===== config.mk =====
export PLATFORM = sky130hd
export DESIGN_NAME = ddr_cmd_sequencer
export DESIGN_NICKNAME = d
export VERILOG_FILES = /design/src/rtl/ddr_cmd_sequencer.sv
export SDC_FILE = /design/constraint.sdc
export NUM_CORES = 1
export LEC_CHECK = 0
export ABC_AREA = 1
export BUFFER_PORTS_ARGS = -buffer_cell sky130_fd_sc_hd__buf_4
export CAP_MARGIN = 20
export CORE_MARGIN = 2
export CORE_UTILIZATION = 45
export DETAILED_ROUTE_END_ITERATION = 6
export GPL_ROUTABILITY_DRIVEN = 0
export PLACE_DENSITY = 0.76
export SYNTH_ARGS = -nofsm -noshare
export SYNTH_HDL_FRONTEND = slang
export SYNTH_SLANG_ARGS = --single-unit

===== constraint.sdc =====
create_clock -name clk2x -period 5.8 [get_ports clk2x]
set_input_delay 1.16 -clock clk2x [delete_from_list [all_inputs] [get_ports clk2x]]
set_output_delay 1.16 -clock clk2x [all_outputs]
set_load 0.01 [all_outputs]

===== src/rtl/ddr_cmd_sequencer.sv =====
// rtl/ddr_cmd_sequencer.sv - single-bank-at-a-time DDR command sequencer (ACT/RCD/RD|WR/PRE/RP)
//
// Ports:
//   clk2x, rst_n                    clock and asynchronous active-low reset
//   cfg_burst_len, cfg_burst_type   burst config (1/2/3 = BL2/4/8; 0 seq, 1 interleaved)
//   req_*                           request handshake and address/direction
//   abort                           stop the running RD/WR burst
//   wdata, wdata_ready              write beat data in, consumed flag
//   rdata, rdata_valid              read beat data out, one cycle after each RD beat
//   busy                            sequencer not idle
//   mem_*                           memory-side command, address and data signals
module ddr_cmd_sequencer #(
  parameter int ROW_WIDTH = 14,
  parameter int COL_WIDTH = 10,
  parameter int TRCD      = 2,
  parameter int TRP       = 2
) (
  input  logic                 clk2x,
  input  logic                 rst_n,
  input  logic [2:0]           cfg_burst_len,
  input  logic                 cfg_burst_type,
  input  logic                 req_valid,
  output logic                 req_ready,
  input  logic                 req_write,
  input  logic [1:0]           req_ba,
  input  logic [ROW_WIDTH-1:0] req_row,
  input  logic [COL_WIDTH-1:0] req_col,
  input  logic                 abort,
  input  logic [15:0]          wdata,
  output logic                 wdata_ready,
  output logic [15:0]          rdata,
  output logic                 rdata_valid,
  output logic                 busy,
  output logic [1:0]           mem_ba,
  output logic [ROW_WIDTH-1:0] mem_ra,
  output logic [COL_WIDTH-1:0] mem_ca,
  output logic [3:0]           mem_row_active,
  output logic                 mem_read_active,
  output logic                 mem_write_active,
  output logic                 mem_burst_stop,
  output logic [2:0]           mem_burst_len,
  output logic                 mem_burst_type,
  output logic [15:0]          mem_data_in,
  input  logic [15:0]          mem_data_out
);

  typedef enum logic [2:0] {S_IDLE, S_ACT, S_RCD, S_RD, S_WR, S_PRE, S_RP} state_t;

  // Terminal counts; RCD_LAST is unused when TRCD == 1 because RCD is skipped.
  localparam logic [7:0] RCD_LAST = 8'(TRCD - 2);
  localparam logic [7:0] RP_LAST  = 8'(TRP - 1);

  state_t               state, state_nx;
  logic [7:0]           cnt, cnt_nx;
  logic                 lat_write;
  logic [1:0]           lat_ba;
  logic [ROW_WIDTH-1:0] lat_row;
  logic [COL_WIDTH-1:0] lat_col;
  logic [2:0]           lat_len;
  logic                 lat_type;

  logic                 cfg_ok;
  logic                 accept;
  logic                 in_data;
  logic                 row_open;
  logic [7:0]           beat_last;
  state_t               data_state;

  assign cfg_ok     = (cfg_burst_len != 3'd0) && (cfg_burst_len <= 3'd3);
  assign accept     = req_valid && req_ready;
  assign in_data    = (state == S_RD) || (state == S_WR);
  assign row_open   = (state != S_IDLE) && (state != S_RP);
  // BL = 2^len, so the last beat index is 2^len - 1.
  assign beat_last  = (8'd1 << lat_len) - 8'd1;
  assign data_state = lat_write ? S_WR : S_RD;

  always_ff @(posedge clk2x or negedge rst_n) begin
    if (!rst_n) begin
      state <= S_IDLE;
      cnt   <= 8'd0;
    end else begin
      state <= state_nx;
      cnt   <= cnt_nx;
    end
  end

  always_comb begin
    state_nx = state;
    cnt_nx   = cnt;
    case (state)
      S_IDLE: begin
        if (accept) begin
          state_nx = S_ACT;
          cnt_nx   = 8'd0;
        end
      end
      S_ACT: begin
        cnt_nx   = 8'd0;
        state_nx = (TRCD > 1) ? S_RCD : data_state;
      end
      S_RCD: begin
        if (cnt == RCD_LAST) begin
          state_nx = data_state;
          cnt_nx   = 8'd0;
        end else begin
          cnt_nx = cnt + 8'd1;
        end
      end
      S_RD, S_WR: begin
        // An aborted beat is never issued, so PRE follows immediately.
        if (abort || (cnt == beat_last)) begin
          state_nx = S_PRE;
          cnt_nx   = 8'd0;
        end else begin
          cnt_nx = cnt + 8'd1;
        end
      end
      S_PRE: begin
        state_nx = S_RP;
        cnt_nx   = 8'd0;
      end
      S_RP: begin
        if (cnt == RP_LAST) begin
          state_nx = S_IDLE;
          cnt_nx   = 8'd0;
        end else begin
          cnt_nx = cnt + 8'd1;
        end
      end
      default: begin
        state_nx = S_IDLE;
        cnt_nx   = 8'd0;
      end
    endcase
  end

  always_ff @(posedge clk2x or negedge rst_n) begin
    if (!rst_n) begin
      lat_write <= 1'b0;
      lat_ba    <= 2'd0;
      lat_row   <= '0;
      lat_col   <= '0;
      lat_len   <= 3'd0;
      lat_type  <= 1'b0;
    end else if (accept) begin
      lat_write <= req_write;
      lat_ba    <= req_ba;
      lat_row   <= req_row;
      lat_col   <= req_col;
      lat_len   <= cfg_burst_len;
      lat_type  <= cfg_burst_type;
    end
  end

  // Read data returns one cycle after the RD beat that requested it.
  always_ff @(posedge clk2x or negedge rst_n) begin
    if (!rst_n) begin
      rdata_valid <= 1'b0;
      rdata       <= 16'd0;
    end else begin
      rdata_valid <= mem_read_active;
      rdata       <= mem_read_active ? mem_data_out : 16'd0;
    end
  end

  assign req_ready        = (state == S_IDLE) && cfg_ok;
  assign busy             = (state != S_IDLE);
  assign mem_row_active   = row_open ? (4'b0001 << lat_ba) : 4'b0000;
  assign mem_read_active  = (state == S_RD) && !abort;
  assign mem_write_active = (state == S_WR) && !abort;
  assign wdata_ready      = mem_write_active;
  assign mem_burst_stop   = in_data && abort;
  assign mem_ba           = busy ? lat_ba   : 2'd0;
  assign mem_ra           = busy ? lat_row  : '0;
  assign mem_ca           = busy ? lat_col  : '0;
  assign mem_burst_len    = busy ? lat_len  : 3'd0;
  assign mem_burst_type   = busy ? lat_type : 1'b0;
  assign mem_data_in      = (state == S_WR) ? wdata : 16'd0;

endmodule

# Word-level counts from Yosys, hierarchy flattened

Cells that the tools add are included.

Register bits: 59
Bits of input ports: 67
Output and inout port bits: 73
Logic and storage cells: 63

Add/subtract/negate cells: 2
Equal/unequal tests: 13
Order comparisons: 1
Mux-type cells: 19
Reductions and logical operators: 16
Shift operators: 2

Operators with widths:

| cell                | count |
|---|---|
| $mux 16             | 2 |
| $mux 8              | 4 |
| $pmux 8 s4          | 1 |
| $mux 3              | 6 |
| $pmux 3 s6          | 1 |
| $mux 14             | 1 |
| $mux 10             | 1 |
| $eq 3x3->1 const B  | 3 |
| $add 8x1->8 const B | 1 |
| $eq 8x1->1 const B  | 1 |
| $eq 8x8->1          | 1 |
| $logic_not 8->1     | 1 |
| $ne 2x2->1 const B  | 4 |
| $shl 1x3->8 const A | 1 |
| $sub 8x1->8 const B | 1 |
| $logic_and 1x1->1   | 7 |
| $eq 3x2->1 const B  | 2 |
| $reduce_bool 3->1   | 2 |
| $mux 4              | 1 |
| $reduce_and 4->1    | 1 |
| $shl 1x2->4 const A | 1 |
| $eq 3x1->1 const B  | 1 |
| $le 3x2->1 const B  | 1 |
| $logic_not 3->1     | 1 |
| other kinds (6)     | 7 |

# Logic depth before layout (Yosys ltp)

Gate-level depths: netlist (run 1).

Depth after elaboration: 6
Depth in mapped cells: 16

# Least setup slack after synthesis (run 1)

No wires, ideal clock.

Path kind: input-to-output
Start point: in abort
End point: out mem_read_active
Path buffers: 0
Data required time: 4640 ps
Arrival: 1536 ps
Stages on the path: 1
Slack: 3104 ps
Cells stage by stage: nor3_1

Cells in the longest elaborated chain, start to end: 2

Ends and longest elaborated chain:

| what              | line | source |
|---|---|---|
| from (decl)       | 28   | `input logic abort,` |
| $logic_not 1->1   | 169  | `assign mem_read_active = (state == S_RD) && !abort;` |
| $logic_and 1x1->1 | 169  |  |
| to (decl)         | 38   | `output logic mem_read_active,` |

Every way passes these cells.

# Worst setup path after layout (run 1)

Start point: reg state[2]
End point: out mem_row_active[0]

Cells in the longest elaborated chain, start to end: 3

Ends and longest elaborated chain:

| what                                            | line | source |
|---|---|---|
| from (decl)                                     | 53   | `state_t state, state_nx;` |
| from (signal assigned)                          | 82   | `state <= state_nx;` |
| $ne 3x3->1 or $reduce_bool 3->1 (tied branches) | 72   | `assign row_open = (state != S_IDLE) && (state != S_RP);` |
| $logic_and 1x1->1 (*)                           | 72   |  |
| $mux 4 (*)                                      | 168  | `assign mem_row_active = row_open ? (4'b0001 << lat_ba) : 4'b0000;` |
| to (decl)                                       | 37   | `output logic [3:0] mem_row_active,` |

Mark *: on every way between the ends. The rest lies on a longest branch, timed or not.

==> results.md, run 1 <==
* FMAX at 285 MHz
* Starting DRC count in detailed routing at 150
* Crit start category: flop
* DRC at 0
* Effective utilization at floorplan at 47.0%
* Worst R2R Setup Slack at 3540 ps
* Clock period minus worst slack at 3510 ps
* Clock latency on the worst-skew pair at 330 ps
* Crit-path max FO at 34
* Post-DP HPWL at 5640 um
* IO Pins at 140
* Std cell rows at 29
* Fillers at 522
* Clk slew on worst S/H paths at 60 ps
* Critical Path RT at 4640 ps
* Antenna violations before repair at 0
* CORE AREA at 6420 um^2
* Seq/Total Area, Yosys at 48.9%
* CTS Hold Bufs at 0
* Yosys warnings at 0
* Multi-input logic area at 1150 um^2
* Max_slew headroom at 39.5%
* Max cap viols at 0
* Pre-antenna DRT Iters at 5
* Worst setup EP type: output pin
* Final setup viols at 0
* ANT cells at 0
* Register area at 1480 um^2
* Vias at 2936
* Layout cell share with drive strength beyond 1 at 29.9%
* Avg Cell Area, Syn at 7.36 um^2
* Total gr overflow at 0
* Sink Count at 59
* P&R area growth vs syn at 43.0%
* Mapped Cells at 410
* Max-slew violation count at 0
* VDD IR max at 0.256 mV
* Least-Margin Pin Slew at 908 ps
* Leak at 2.47 nW
* Crit path kind: reg -> out
* Clock root buffer: clkbuf_8
* CP max-delay cell: clkinv_1
* CP startpoint: state[2]
* Die ar. at 7380 um^2
* Crit path arrival time at 2350 ps
* Clk buf depth at 2
* Routed vias/inst at 4.68
* Die Ht at 85.9 um
* Tcrit/Tclk final at 60.5%
* Area of the mapped netlist at 3020 um^2
* Endpoints failing hold at 0
* Reg-to-reg startpoint: state[1]
* Power density over the cells at 457 nW/um^2
* Yosys cell types at 27
* Setup TNS at 0 ps
* Worst hold start: lat_col[7]
* Min-delay worst type: reg -> reg
* WL/cell at 12.1 um
* Fin Clk Skew at 4.60 ps
* Die width at 85.9 um
* Pin count of the biggest net entering global routing at 63
* Crit path cell chain: inv_1, nand2_2, clkinv_1, nor4_1, buf_4
* RSZ-0062 raised after global routing: no
* Final WL at 7610 um
* Antenna viol nets, final at 0
* H-Tree Level Count at 3
* Vias in the first global route at 2841
* Buffers on Ports at 139
* Nets at 617
* Gr usage total at 22.1%
* Post-synthesis register bit count at 59
* First-pass GRT wire length at 12900 um
* WP buf/inv at 3
* Status: finished clean
* Number of buffers added for setup after CTS at 0
* Post-Syn Nets at 481
* Hold WS at 540 ps
* CTS tree: built
* CP top delay family: buffers and inverters
* CTS buffer count at 9
* PostCTS Resize Cnt at 0
* Crit-path max cell delay at 720 ps
==> where the power goes <==
part | switching (mW) | internal, mW
clock | 0.158 | 0.265
sequential | 0.0551 | 0.536
combinational | 0.552 | 0.406
total | 0.765 | 1.21
==> stage by stage <==
step	area (um^2)	util (%)	worst slack (ps)	std cells	power, mW
global placement	4090	63.7	2770	612	1.54
detailed placement	4090	63.7	2660	612	1.56
finish	4320	67.2	2290	628	1.97
floorplan	3020	-	3100	410	1.15
CTS	4320	67.2	2270	628	1.99
global route	4320	67.2	2010	628	2.13
==> cell families after synthesis <==
| family | count (synthesis) | share of synthesized area, % |
|---|---|---|
| xor gates and xnor gates | 4 | 1.16 |
| and+or+nand+nor | 202 | 28.3 |
| AOI/OAI and AO/OA | 42 | 7.13 |
| DFF | 59 | 48.9 |
| buffers and inverters | 99 | 12.9 |
| adders and majority gates | 4 | 1.66 |
==> worst paths after layout <==
path / end / cells past startpoint
worst max-delay path: mem_row_active[0] / 5
worst min-delay path: lat_col[7] / 2
worst max register to register: state[1] / 9
worst min register to register: lat_col[7] / 2
max in group asynchronous: rdata[1] / 1
min in group asynchronous: lat_row[11] / 1
==> routing by layer <==
layer | track usage (%) | part of all wire [%] | vias to the layer above
met5 | 0 | 0 | -
met4 | 5.92 | 1.3 | 0
met3 | 7.51 | 6.3 | 9
met2 | 38.1 | 52 | 86
met1 | 26.4 | 41 | 1335
li1 | - | - | 1506
==> tightest hold or removal path: cells and delay by family, from the launching register on <==
family                 cells  cell delay (ps)
buffers and inverters      1               50
AO/OA/AOI/OAI              1              140
flip-flops                 1              320
==> flip-flops by register name, summed over array words and instances, names as in the netlist <==
register	cells
cnt	8
lat_ba	2
lat_col	10
lat_len	3
lat_row	14
lat_type	1
lat_write	1
rdata	16
rdata_valid	1
state	3
==> cells in the mapped netlist, drive strengths merged <==
library cell | number | area, um^2
clkinv | 2 | 7.51
a211oi | 1 | 7.51
nor3 | 5 | 30.0
o21ai | 39 | 195
a21oi | 1 | 5.00
inv | 83 | 312
clkbuf | 4 | 15.0
nand4 | 8 | 50.1
dfrtp | 59 | 1480
xor2 | 4 | 35.0
o21a | 1 | 7.51
and2 | 1 | 6.26
buf | 10 | 55.1
ha | 4 | 50.1
nor2 | 84 | 333
nand2 | 84 | 323
nand3 | 15 | 80.1
nor4 | 4 | 25.0
or2 | 1 | 6.26
==> cell usage in the layout, fill, tap and decap left out, types with 4 or more instances in the layout <==
cell      netlist  routed
buf_4           2     139
clkbuf_8        0      11
dfrtp_1        59      59
ha_1            4       4
inv_1          82      82
nand2_1        81      81
nand3_1        14      14
nand4_1         8       8
nor2_1         81      81
nor3_1          4       4
nor4_1          4       4
o21ai_0        34      34
o21ai_1         5       5
xor2_1          4       4
==> layout make-up <==
class                   count  area share [%]
well taps                  77            2.23
clock inverters             4            1.68
multi-input cells         252            26.7
repair buffers            139            24.2
inverters                  85            7.39
flip-flops and latches     59            34.2
clock buffers              12            3.59
Note: power is estimated with default switching activity, not from simulation.
==> inputs of run 2 (changes only) <==
CORE_UTILIZATION = 42   (was 45)
PLACE_DENSITY = 0.74   (was 0.76)
clock period = 3 ns   (was 5.8 ns; I/O delays follow)
==> run 2 against run 1 <==
Compared with the run above:
- global-route usage down 2.4 points
- first-iteration DRC count fell by 18%
- via count fell by 0.10%
- clock power grew 57%
- sequential share of layout area hardly changed
- largest power group unchanged
- highest routed layer unchanged
==> results.md, run 2 (synthesized netlist as in run 1, its figures left out) <==
* Status: finished clean (unchanged)
* Total gr overflow at 0 (unchanged)
* Clock group share of total power at 18.1% (was 21.4%)
* Min-delay worst type: in -> async (was reg -> reg)
* CORE AREA at 6870 um^2 (was 6420 um^2)
* Clock latency on the worst-skew pair at 330 ps (about the same)
* CP startpoint: state[2] (unchanged)
* Buffers on Ports at 139 (unchanged)
* Clock root buffer: clkbuf_8 (unchanged)
* Crit-path max cell delay at 490 ps (was 720 ps)
* WL/cell at 11.6 um (was 12.1 um)
* Switching Fraction at 41.1% (was 38.8%)
* Clk buf depth at 2 (unchanged)
* Worst setup EP type: output pin (unchanged)
* RSZ-0062 raised after global routing: no (unchanged)
* P&R area growth vs syn at 43.1% (was 43.0%)
* Commonest non-fill, non-tap cells in the layout: 142 x buf_4, 82 x inv_1, 81 x nor2_1, 81 x nand2_1, 59 x dfrtp_1 (was 139 x buf_4, 82 x inv_1, 81 x nor2_1, 81 x nand2_1, 59 x dfrtp_1)
* Least-Margin Pin Slew at 725 ps (was 908 ps)
* CTS tree: built (unchanged)
* Routed vias/inst at 4.51 (was 4.68)
* Antenna violations before repair at 0 (unchanged)
* Vias in the first global route at 2735 (was 2841)
* Max reg flops at 16 (unchanged)
* Final WL at 7520 um (was 7610 um)
* Internal Power at 2.16 mW (was 1.21 mW)
* Combinational Power Share at 50.8% (was 48.6%)
* CTS Hold Bufs at 0 (unchanged)
* DRC at 0 (unchanged)
* Register name with the most flops: rdata (unchanged)
* H-Tree Level Count at 3 (unchanged)
* Vias at 2933 (was 2936)
* Fin Clk Skew at 10.8 ps (was 4.60 ps)
* Die width at 88.8 um (was 85.9 um)
* Die ar. at 7880 um^2 (was 7380 um^2)
* Starting DRC count in detailed routing at 123 (was 150)
* FMAX at 371 MHz
* Max-slew violation count at 0 (unchanged)
* VDD IR max at 0.451 mV (was 0.256 mV)
* DP Cell Count at 634 (was 612)
* Critical Path RT at 2400 ps (was 4640 ps)
* Commonest non-fill, non-tap cell in the layout: buf_4 (unchanged)
* Crit start category: flop (unchanged)
* Crit-path max FO at 21 (was 34)
* Die Ht at 88.8 um (was 85.9 um)
* IO Pins at 140 (unchanged)
* Final setup viols at 0 (unchanged)
* Number of buffers added for setup after CTS at 0 (unchanged)
* CP max-delay cell: clkinv_1 (unchanged)
* Crit path arrival time at 2100 ps (was 2350 ps)
* Crit path cell chain: inv_1, nand2_2, clkinv_1, buf_4, nor2_1, buf_4 (was inv_1, nand2_2, clkinv_1, nor4_1, buf_4)
* Power density over the cells at 850 nW/um^2 (was 457 nW/um^2)
* Regs by FF count: rdata x16, lat_row x14, lat_col x10 (unchanged)
* Clk slew on worst S/H paths at 70 ps (was 60 ps)
* Sw Pwr at 1.51 mW (was 0.765 mW)
* Max_slew headroom at 51.6% (was 39.5%)
* Nets at 620 (was 617)
* Layout cell share with drive strength beyond 1 at 30.5% (was 29.9%)
* Endpoints failing hold at 0 (unchanged)
* Final non-filler cell total at 650 (was 628)
* Register share of total power at 31.1% (was 30.0%)
* CP top delay family: buffers and inverters (unchanged)
* ANT cells at 0 (unchanged)
* First-pass GRT wire length at 12100 um (was 12900 um)
* Tcrit/Tclk final at 89.9%
* Sink Count at 59 (unchanged)
* Post-DP HPWL at 5760 um (was 5640 um)
* Setup TNS at 0 ps (unchanged)
* Antenna viol nets, final at 0 (unchanged)
* PostCTS Resize Cnt at 0 (unchanged)
* Pre-antenna DRT Iters at 4 (was 5)
* Crit path kind: reg -> out (unchanged)
* Reg-to-reg startpoint: lat_len[2] (was state[1])
* Cell mode on critical path: buf_4
* CTS buffer count at 9 (unchanged)
* Leak at 2.46 nW (was 2.47 nW)
* Pin count of the biggest net entering global routing at 60 (was 63)
* Gr usage total at 19.7% (was 22.1%)
* Max cap viols at 0 (unchanged)
* WP buf/inv at 4 (was 3)
* Std cell rows at 30 (was 29)
* Effective utilization at floorplan at 44.0% (was 47.0%)
* Clock period minus worst slack at 2700 ps
==> run 2: area by class of cell <==
class	count	area, um^2
Clock buffer	10	138
Clock inverter	6	46.3
Tap cell	96	120
Timing Repair Buffer	142	1070
Inverter	85	319
Fill cell	634	2550
Sequential cell	59	1480
Multi-Input combinational cell	252	1150
==> run 2: final timing paths <==
path	to	slack (ps)	cells after the start
max reg2reg	cnt[1]	900	15
max	mem_ra[8]	300	6
min	lat_row[6]	340	1
max in group asynchronous	lat_row[10]	2190	1
min in group clk2x	lat_col[6]	470	3
min reg2reg	lat_row[6]	540	2
==> run 2: power groups by stage <==
| stage | sequential (mW) | clock [mW] | combinational (mW) |
|---|---|---|---|
| floorplan | 1.14 | 0 | 1.09 |
| global placement | 1.15 | 0 | 1.84 |
| detailed placement | 1.16 | 0 | 1.88 |
| CTS | 1.14 | 0.683 | 1.89 |
| global route | 1.17 | 0.715 | 2.09 |
| finish | 1.14 | 0.664 | 1.87 |
==> run 2: stage by stage <==
step	hold slack (ps)	power [mW]	cell area, um^2	setup WS, ps	utilization [%]
floorplan	304	2.23	3020	1140	-
global placement	522	2.99	4140	753	60.2
detailed placement	524	3.04	4140	687	60.2
CTS	349	3.71	4320	308	62.9
global route	384	3.98	4320	106	62.9
finish	335	3.67	4320	304	62.9
==> run 2: per-layer routing <==
layer | vias to the layer above | wire length [um] | GRT usage, %
met5 | - | 0 | 0
met4 | 0 | 72 | 7.16
met3 | 4 | 476 | 5.69
met2 | 80 | 4000 | 33.9
met1 | 1344 | 2970 | 23.6
li1 | 1505 | - | -
==> inputs of run 3 (changes only) <==
CORE_UTILIZATION = 44   (was 42)
CTS_BUF_LIST = sky130_fd_sc_hd__clkbuf_4   (was unset)
PLACE_DENSITY = 0.77   (was 0.74)
==> run 3 against run 2 <==
Compared with the run above:
- non-clock buffer count is the same
- total power shrank 2.0%
- die area shrank 4.3%
- cell area shrank 1.5%
- via count grew 1.1%
- utilization grew 0.46 points
- largest cell class unchanged
- largest power group unchanged
==> results.md, run 3 (synthesized netlist as in run 1, its figures left out) <==
* Status: finished clean (unchanged)
* Crit-path max FO at 21 (unchanged)
* Crit path cell chain: nor2_2, nand2_2, clkinv_1, nor4_1, buf_4 (was inv_1, nand2_2, clkinv_1, buf_4, nor2_1, buf_4)
* FMAX at 367 MHz (was 371 MHz)
* Starting DRC count in detailed routing at 144 (was 123)
* CORE AREA at 6720 um^2 (was 6870 um^2)
* Setup TNS at 0 ps (unchanged)
* Max reg flops at 16 (unchanged)
* WL/cell at 11.8 um (was 11.6 um)
* H-Tree Level Count at 3 (unchanged)
* Power density over the cells at 846 nW/um^2 (was 850 nW/um^2)
* Max_slew headroom at 51.4% (was 51.6%)
* Clock latency on the worst-skew pair at 400 ps (was 330 ps)
* Setup ws final at 275 ps (was 304 ps)
* First-pass GRT wire length at 12200 um (was 12100 um)
* Switching Fraction at 41.6% (was 41.1%)
* Register share of total power at 31.7% (was 31.1%)
* Clk slew on worst S/H paths at 100 ps (was 70 ps)
* VDD IR max at 0.482 mV (was 0.451 mV)
* Combinational Power Share at 52.5% (was 50.8%)
* Die Ht at 86.8 um (was 88.8 um)
* Crit start category: flop (unchanged)
* CTS Hold Bufs at 0 (unchanged)
* Routed vias/inst at 4.68 (was 4.51)
* Nets at 620 (unchanged)
* DRC at 0 (unchanged)
* Die ar. at 7540 um^2 (was 7880 um^2)
* Worst setup EP type: output pin (unchanged)
* Leak at 2.44 nW (was 2.46 nW)
* CTS buffer count at 9 (unchanged)
* Sw Pwr at 1.50 mW (was 1.51 mW)
* Vias at 2965 (was 2933)
* Least-Margin Pin Slew at 729 ps (was 725 ps)
* Regs by FF count: rdata x16, lat_row x14, lat_col x10 (unchanged)
* Antenna viol nets, final at 0 (unchanged)
* Vias in the first global route at 2753 (was 2735)
* Sink Count at 59 (unchanged)
* Tcrit/Tclk final at 90.8% (was 89.9%)
* Reg2reg end: cnt[1] (unchanged)
* Clock root buffer: clkbuf_4 (was clkbuf_8)
* Layout cell share with drive strength beyond 1 at 30.3% (was 30.5%)
* RSZ-0062 raised after global routing: no (unchanged)
* IO Pins at 140 (unchanged)
* Std cell rows at 30 (unchanged)
* Commonest non-fill, non-tap cells in the layout: 142 x buf_4, 82 x inv_1, 81 x nor2_1, 81 x nand2_1, 59 x dfrtp_1 (unchanged)
* Internal Power at 2.10 mW (was 2.16 mW)
* Crit path arrival time at 2120 ps (was 2100 ps)
* Pre-antenna DRT Iters at 5 (was 4)
* Setup WS pre-CTS at 724 ps (was 687 ps)
* Crit-path max cell delay at 480 ps (was 490 ps)
* Commonest non-fill, non-tap cell in the layout: buf_4 (unchanged)
* Antenna violations before repair at 0 (unchanged)
* Buffers on Ports at 139 (unchanged)
* Critical Path RT at 2400 ps (about the same)
* Min-delay worst type: in -> async (unchanged)
* Fin util at 63.4% (was 62.9%)
* Number of buffers added for setup after CTS at 0 (unchanged)
* DP Area at 4120 um^2 (was 4140 um^2)
* Post-route design area at 4260 um^2 (was 4320 um^2)
* Endpoints failing hold at 0 (unchanged)
* Clock period minus worst slack at 2720 ps (was 2700 ps)
* Total gr overflow at 0 (unchanged)
* Final WL at 7500 um (was 7520 um)
* Register name with the most flops: rdata (unchanged)
* CP startpoint: state[1] (was state[2])
* Final setup viols at 0 (unchanged)
* Reg-to-reg startpoint: lat_len[2] (unchanged)
* Fin Clk Skew at 6.32 ps (was 10.8 ps)
* Clock group share of total power at 15.8% (was 18.1%)
* Die width at 86.8 um (was 88.8 um)
* R2R depth at 15 (unchanged)
* Crit path kind: reg -> out (unchanged)
* CP max-delay cell: clkinv_1 (unchanged)
* Worst R2R Setup Slack at 860 ps (was 900 ps)
* Max cap viols at 0 (unchanged)
* Gr usage total at 20.7% (was 19.7%)
* Clk buf depth at 2 (unchanged)
* Post-DP HPWL at 5640 um (was 5760 um)
* Effective utilization at floorplan at 44.9% (was 44.0%)
* ANT cells at 0 (unchanged)
* Pin count of the biggest net entering global routing at 60 (unchanged)
* CTS tree: built (unchanged)
* Critical path endpoint: mem_row_active[3] (was mem_ra[8])
* PostCTS Resize Cnt at 0 (unchanged)
* Max-slew violation count at 0 (unchanged)
* P&R area growth vs syn at 41.0% (was 43.1%)
[run 3: layer usage]
| layer | track usage, % | wire [um] | vias up |
|---|---|---|---|
| li1 | - | - | 1510 |
| met1 | 24.5 | 3050 | 1352 |
| met3 | 7.90 | 502 | 16 |
| met2 | 34.3 | 3810 | 87 |
| met5 | 0 | 0 | - |
| met4 | 7.39 | 135 | 0 |
[run 3: worst min-delay path by stage]
stage / slack, ps / depth (start not counted) / startpoint / end
after detailed placement: 530 / 2 / lat_col[5] / lat_col[5]
after floorplan: 300 / 0 / rst_n / cnt[0]
after CTS: 260 / 1 / rst_n / rdata[5]
after global placement: 520 / 2 / lat_row[0] / lat_row[0]
after global routing: 260 / 1 / rst_n / lat_row[11]
final: 240 / 1 / rst_n / lat_ba[0]
[run 3: worst max-delay path, delay by kind of cell (launching register included)]
kind	cells	cell delay, ps
buffers and inverters	2	670
DFF	1	430
and+or+nand+nor	3	610
[run 3: metrics by stage]
stage	hold slack (ps)	std cells	total power, mW
floorplan	304	410	2.23
global placement	522	618	2.99
detailed placement	529	618	3.05
CTS	261	634	3.63
global route	258	634	3.92
finish	239	634	3.60
[run 3: area by class of cell]
cell class	count	area [um^2]
Inverter	85	319
Tap cell	80	100
Sequential cell	59	1480
Multi-Input combinational cell	252	1150
Fill cell	605	2460
Timing Repair Buffer	142	1070
Clock inverter	6	65.1
Clock buffer	10	75.1
[run 3: power groups by stage]
stage | Clock (mW) | Sequential (mW) | Combinational (mW)
6_report | 0.569 | 1.14 | 1.89
5_1_grt | 0.624 | 1.17 | 2.12
4_1_cts | 0.587 | 1.14 | 1.91
3_5_place_dp | 0 | 1.16 | 1.89
3_3_place_gp | 0 | 1.15 | 1.84
2_1_floorplan | 0 | 1.14 | 1.09
